[config.mk]
export PLATFORM = sky130hd
export DESIGN_NAME = gpio_ctrl
export DESIGN_NICKNAME = d
export VERILOG_FILES = /design/src/rtl/gpio_ctrl.sv
export SDC_FILE = /design/constraint.sdc
export NUM_CORES = 1
export LEC_CHECK = 0
export BUFFER_PORTS_ARGS = -buffer_cell sky130_fd_sc_hd__buf_2
export CAP_MARGIN = 20
export CORE_MARGIN = 1
export CORE_UTILIZATION = 60
export DETAILED_ROUTE_END_ITERATION = 8
export GPL_TIMING_DRIVEN = 0
export PLACE_DENSITY = 0.86
export SLEW_MARGIN = 5
export SYNTH_ARGS = -nofsm -noshare
export SYNTH_HDL_FRONTEND = slang
export SYNTH_SLANG_ARGS = --single-unit
[constraint.sdc]
create_clock -name clk -period 3.7 [get_ports clk]
set_clock_uncertainty 0.1 [all_clocks]
set_input_delay 0.185 -clock clk [delete_from_list [all_inputs] [get_ports clk]]
set_output_delay 0.185 -clock clk [all_outputs]
set_load 0.02 [all_outputs]
[src/rtl/gpio_ctrl.sv]
// rtl/gpio_ctrl.sv - memory-mapped GPIO block with edge/level interrupts
// Optional per-input debounce filter enabled by defining GPIO_DEBOUNCE_EN.
module gpio_ctrl #(
    parameter logic [31:0] BASE_ADDR = 32'h4000_1000,
    parameter int          NUM_BIDIR = 4,
    parameter int          NUM_OUT   = 8,
    parameter int          NUM_IN    = 8,
    parameter int          DB_WIDTH  = 8
) (
    input  logic                 clk,
    input  logic                 rst_n,
    input  logic [31:0]          mem_addr,
    input  logic [31:0]          mem_wdata,
    input  logic                 mem_we,
    input  logic                 mem_re,
    output logic [31:0]          mem_rdata,
    input  logic [NUM_BIDIR-1:0] gpio_bidir_in,
    output logic [NUM_BIDIR-1:0] gpio_bidir_out,
    output logic [NUM_BIDIR-1:0] gpio_bidir_oe,
    output logic [NUM_OUT-1:0]   gpio_out,
    input  logic [NUM_IN-1:0]    gpio_in,
    output logic                 gpio_interrupt
);

    localparam int INW  = NUM_BIDIR + NUM_IN;
    localparam int OUTW = NUM_BIDIR + NUM_OUT;

    localparam logic [7:0] OFF_DIR       = 8'h00;
    localparam logic [7:0] OFF_OUT       = 8'h04;
    localparam logic [7:0] OFF_IN        = 8'h08;
    localparam logic [7:0] OFF_INT_EN    = 8'h0C;
    localparam logic [7:0] OFF_INT_TYPE  = 8'h10;
    localparam logic [7:0] OFF_INT_POL   = 8'h14;
    localparam logic [7:0] OFF_INT_BOTH  = 8'h18;
    localparam logic [7:0] OFF_INT_PEND  = 8'h1C;
    localparam logic [7:0] OFF_INT_CLR   = 8'h20;
    localparam logic [7:0] OFF_OUT_SET   = 8'h24;
    localparam logic [7:0] OFF_OUT_CLR   = 8'h28;
    localparam logic [7:0] OFF_OUT_TGL   = 8'h2C;
    localparam logic [7:0] OFF_DB_CYCLES = 8'h30;

    logic            win_hit;
    logic            wr_en;
    logic [7:0]      off;
    logic            unused_wdata;

    logic [NUM_BIDIR-1:0] dir_q, dir_d;
    logic [OUTW-1:0]      out_q, out_d;
    logic [INW-1:0]       int_en_q, int_en_d;
    logic [INW-1:0]       int_type_q, int_type_d;
    logic [INW-1:0]       int_pol_q, int_pol_d;
    logic [INW-1:0]       int_both_q, int_both_d;
    logic [INW-1:0]       pend_q, pend_d;
    logic [INW-1:0]       sync1_q, sync2_q;
    logic [INW-1:0]       prev_q;
    logic [INW-1:0]       filt;
    logic [INW-1:0]       clr_mask;
    logic [INW-1:0]       edge_evt, lvl_act, evt;
    logic [31:0]          db_rd;

    assign win_hit      = (mem_addr[31:8] == BASE_ADDR[31:8]);
    assign wr_en        = mem_we & win_hit;
    assign off          = mem_addr[7:0];
    assign unused_wdata = ^mem_wdata;

    always_comb begin
        dir_d      = dir_q;
        out_d      = out_q;
        int_en_d   = int_en_q;
        int_type_d = int_type_q;
        int_pol_d  = int_pol_q;
        int_both_d = int_both_q;
        clr_mask   = '0;
        if (wr_en) begin
            case (off)
                OFF_DIR:      dir_d      = mem_wdata[NUM_BIDIR-1:0];
                OFF_OUT:      out_d      = mem_wdata[OUTW-1:0];
                OFF_INT_EN:   int_en_d   = mem_wdata[INW-1:0];
                OFF_INT_TYPE: int_type_d = mem_wdata[INW-1:0];
                OFF_INT_POL:  int_pol_d  = mem_wdata[INW-1:0];
                OFF_INT_BOTH: int_both_d = mem_wdata[INW-1:0];
                OFF_INT_CLR:  clr_mask   = mem_wdata[INW-1:0];
                OFF_OUT_SET:  out_d      = out_q | mem_wdata[OUTW-1:0];
                OFF_OUT_CLR:  out_d      = out_q & ~mem_wdata[OUTW-1:0];
                OFF_OUT_TGL:  out_d      = out_q ^ mem_wdata[OUTW-1:0];
                default:      ;
            endcase
        end
    end

`ifdef GPIO_DEBOUNCE_EN
    logic [DB_WIDTH-1:0] db_cycles_q;
    logic [DB_WIDTH-1:0] cnt_q [INW];
    logic [INW-1:0]      filt_q;

    // Counter runs only while the synced pin disagrees with the filtered value.
    always_ff @(posedge clk or negedge rst_n) begin
        if (!rst_n) begin
            db_cycles_q <= '0;
            filt_q      <= '0;
            for (int i = 0; i < INW; i++) cnt_q[i] <= '0;
        end else begin
            if (wr_en && off == OFF_DB_CYCLES) db_cycles_q <= mem_wdata[DB_WIDTH-1:0];
            for (int i = 0; i < INW; i++) begin
                if (sync2_q[i] == filt_q[i]) begin
                    cnt_q[i] <= '0;
                end else if (cnt_q[i] >= db_cycles_q) begin
                    filt_q[i] <= sync2_q[i];
                    cnt_q[i]  <= '0;
                end else begin
                    cnt_q[i] <= cnt_q[i] + 1'b1;
                end
            end
        end
    end

    assign filt  = filt_q;
    assign db_rd = 32'(db_cycles_q);
`else
    assign filt  = sync2_q;
    assign db_rd = '0;
`endif

    // Polarity bit inverts the active sense for both level and single-edge modes.
    assign lvl_act  = filt ^ int_pol_q;
    assign edge_evt = (filt ^ prev_q) & (int_both_q | lvl_act);
    assign evt      = int_en_q & ((int_type_q & lvl_act) | (~int_type_q & edge_evt));

    // Edge events beat a simultaneous clear; level clears hold for one cycle.
    assign pend_d = (pend_q & ~clr_mask) | (evt & ~(clr_mask & int_type_q));

    always_ff @(posedge clk or negedge rst_n) begin
        if (!rst_n) begin
            dir_q      <= '0;
            out_q      <= '0;
            int_en_q   <= '0;
            int_type_q <= '0;
            int_pol_q  <= '0;
            int_both_q <= '0;
            pend_q     <= '0;
            sync1_q    <= '0;
            sync2_q    <= '0;
            prev_q     <= '0;
        end else begin
            dir_q      <= dir_d;
            out_q      <= out_d;
            int_en_q   <= int_en_d;
            int_type_q <= int_type_d;
            int_pol_q  <= int_pol_d;
            int_both_q <= int_both_d;
            pend_q     <= pend_d;
            sync1_q    <= {gpio_in, gpio_bidir_in};
            sync2_q    <= sync1_q;
            prev_q     <= filt;
        end
    end

    always_comb begin
        mem_rdata = '0;
        if (mem_re && win_hit) begin
            case (off)
                OFF_DIR:       mem_rdata = 32'(dir_q);
                OFF_OUT:       mem_rdata = 32'(out_q);
                OFF_IN:        mem_rdata = 32'(filt);
                OFF_INT_EN:    mem_rdata = 32'(int_en_q);
                OFF_INT_TYPE:  mem_rdata = 32'(int_type_q);
                OFF_INT_POL:   mem_rdata = 32'(int_pol_q);
                OFF_INT_BOTH:  mem_rdata = 32'(int_both_q);
                OFF_INT_PEND:  mem_rdata = 32'(pend_q);
                OFF_DB_CYCLES: mem_rdata = db_rd;
                default:       mem_rdata = '0;
            endcase
        end
    end

    assign gpio_bidir_oe  = dir_q;
    assign gpio_bidir_out = out_q[NUM_BIDIR-1:0];
    assign gpio_out       = out_q[OUTW-1:NUM_BIDIR];
    assign gpio_interrupt = |(int_en_q & pend_q);

endmodule

==> key figures <==
Run status
  • Status: complete, no violations

Routing
  • Initial DRC count: 454
  • Routed vias/inst: between 6 and 7
  • DRC: 0
  • Final wirelength: about 17 mm
  • Met3 wire len: roughly 1.3 mm
  • Drt first pass iters: 6
  • Routed met2 length: ~8.3 mm
  • Highest routed metal layer: met4
  • Vias: 5229
  • Post-Route M1 WL: ~6.8 mm
  • Post-DRT Antenna Nets: 0
  • Post-DR wirelength/cell: 19.5 um

Global routing
  • Total gr overflow: 0
  • First-pass GRT wire length: 26.9 mm
  • Largest net degree at the start of global routing: 74
  • Vias in the first global route: ~5200
  • Gr usage total: 32.2%
  • Initial antenna violation count: 0

Timing
  • Fin Hold WS: 0.0212 ns
  • Rel. slew slack: 50.3%
  • Fmax: between 0.4 and 0.5 GHz
  • Final Hold Viols: 0
  • Slew Limit Fails: 0
  • Slew @ Worst Pin: 0.746 ns
  • Min cycle time layout: 2.24 ns
  • Final setup fails: 0
  • RSZ-0062 raised after global routing: no
  • Final period util: 60.6%
  • Final WS setup: ~1.5 ns
  • Setup TNS: 0 ns

Clock tree
  • Clock sinks: 112
  • Clock slew at reported path FFs: 0.11 ns
  • CTS Buffer Depth: 2
  • Worst skew pair latency: roughly 0.38 ns
  • CTS H-tree depth: 3
  • Root Driver: clkbuf_8
  • Post-CTS setup buffers: 0
  • CTS buffer count: 9
  • CTS tree: yes

Layout
  • Nets: approximately 830
  • Fin cells: 870
  • Layout cells sized above 1: 28.5%
  • Area Overhead vs Synth: 17.2%
  • Ant diodes: 0
  • Filler cells: 757
  • Design area: 7410 sq um
  • Fin util: 72.1%

Synthesis
  • Synth top area cells: dfrtp_1 (44%), mux2_2 (8.6%), ha_1 (4.8%)
  • Syn Std Cell Area: 6320 sq um
  • Leading area contributor after synthesis: dfrtp_1
  • Top_reg_cell synth: dfrtp_1
  • Yosys reg bits: 112
  • Yosys top cell area share: around 44%
  • Ys async rst share: 100%
  • Syn Area/Cell: roughly 11 sq um
  • Post-Syn Instances: between 500 and 600
  • Post-synth top cells: dfrtp_1 (112), nor2_1 (54), mux2_2 (48), a21oi_1 (39), inv_1 (37)
  • Number of synthesized flops with an enable pin: 0
  • Most frequent cell after synthesis: dfrtp_1
  • Unique masters post-synth: 52
  • Synthesis Warnings: 0
  • Register area share after synthesis: 44.3%

Floorplanning
  • Core area: 10300 sq um
  • Initial core utilization: 61.5%
  • Chip Width: 105 um
  • # IOs: 129
  • Die height: 105 um
  • Die area: 10900 sq um
  • Row cnt: 37

Power
  • Switch share: a little over a quarter
  • Clock share of power: 33.1%
  • Maximum VDD drop: 295 uV
  • Power Density: approximately 310 nW/um^2
  • Sequential power share: between 50% and 60%
  • Pleak: 3.58 nW
  • Tot Pwr: 2.27 mW
  • Combinational power share: 11.4%
  • Psw: 0.599 mW
  • Internal: 1.67 mW

Place
  • Buffers on Ports: 88
  • Placer congestion estimate: 0.936
  • Post-DP HPWL: between 10 and 15 mm
  • DP Area: ~7000 sq um
  • Post-Place Cells: 836
  • Setup slack at placement: 1.33 ns

Setup path
  • CP Launch Type: input port
  • Critical path peak fanout: 10
  • CP required: 3.41 ns
  • Crit end category: output pin
  • Critical Path AT: 1.96 ns
  • Type of the worst setup path: in2out

Flow run
  • Max-cap violations: 0

Min path
  • Tightest Hold Check Type: in2reg
==> logic make-up after synthesis <==
logic type / synth area share, %
flip-flops: 44.3
AND/OR/NAND/NOR: 13.0
AO/OA/AOI/OAI: 11.6
buffers and inverters: 6.95
multiplexers: 17.4
XOR/XNOR: 1.80
other: 0.0593
adder cells (fa/ha/maj): 4.75
==> final timing paths <==
path                         startpoint            end  slack [ns]  depth (start not counted)
setup / recovery            mem_addr[3]   mem_rdata[3]        1.46                          9
hold / removal             mem_wdata[6]    int_en_q[6]        0.02                          2
setup reg to reg               out_q[5]       out_q[5]        2.06                          6
hold reg to reg             sync1_q[10]       filt[10]        0.26                          0
max in group asynchronous         rst_n  int_both_q[3]        2.65                          3
min in group asynchronous         rst_n       out_q[4]        0.18                          2
==> cells in the final DEF (no fill, tap or decap), types with 11 or more instances in the layout <==
master,count
inv_1,37
buf_4,23
a22oi_1,11
dlygate4sd3_1,18
o21ai_0,25
dfrtp_1,112
a221oi_1,14
conb_1,20
nand2b_1,16
nand3b_1,12
a21oi_1,39
mux2i_1,28
buf_2,95
nand2_1,17
ha_1,24
nor2_1,54
mux2_2,48
nand3_1,15
==> layout make-up <==
type                    instances  area (sq um)  share of cell area (%)
plain buffers                  43           300                    4.05
clock buffers                  10           128                    1.72
clock inverters                 6          66.3                   0.895
inverters                      37           139                    1.87
multi-input cells             419          3150                    42.5
flip-flops and latches        112          2800                    37.8
well taps                     136           170                    2.30
repair buffers                107           654                    8.83
==> sequential cells by signal (all words and copies together), names as in the netlist <==
| register | cells |
|---|---|
| filt | 12 |
| int_both_q | 12 |
| int_en_q | 12 |
| int_pol_q | 12 |
| int_type_q | 12 |
| out_q | 12 |
| pend_q | 12 |
| prev_q | 12 |
| sync1_q | 12 |
| gpio_bidir_oe | 4 |
==> metal layers <==
layer  GRT usage, %  vias up
met4           14.9        0
li1               -     2348
met5              0        -
met2           54.2      246
met3           5.80       45
met1           40.6     2590
==> power groups by stage <==
stage / clock network [mW] / registers [mW] / logic [mW]
final: 0.752 / 1.26 / 0.259
after global routing: 0.799 / 1.26 / 0.283
after CTS: 0.759 / 1.26 / 0.256
after detailed placement: 0 / 1.28 / 0.240
after global placement: 0 / 1.28 / 0.227
after floorplan: 0 / 1.28 / 0.136
==> timing repair <==
| item | CTS | global route |
|---|---|---|
| hold endpoints to repair | 57 | 0 |
| gates resized for setup | 0 | 0 |
| hold buffers | 18 | 0 |
==> worst max-delay path: stages <==
cell and delay (ns):
buf_2 0.11, buf_4 0.20, buf_2 0.35, buf_2 0.33
nand2_1 0.07, o21ai_0 0.15, a21oi_1 0.11, a21oi_1 0.24
buf_2 0.21
(Power assumes the default switching activity.)
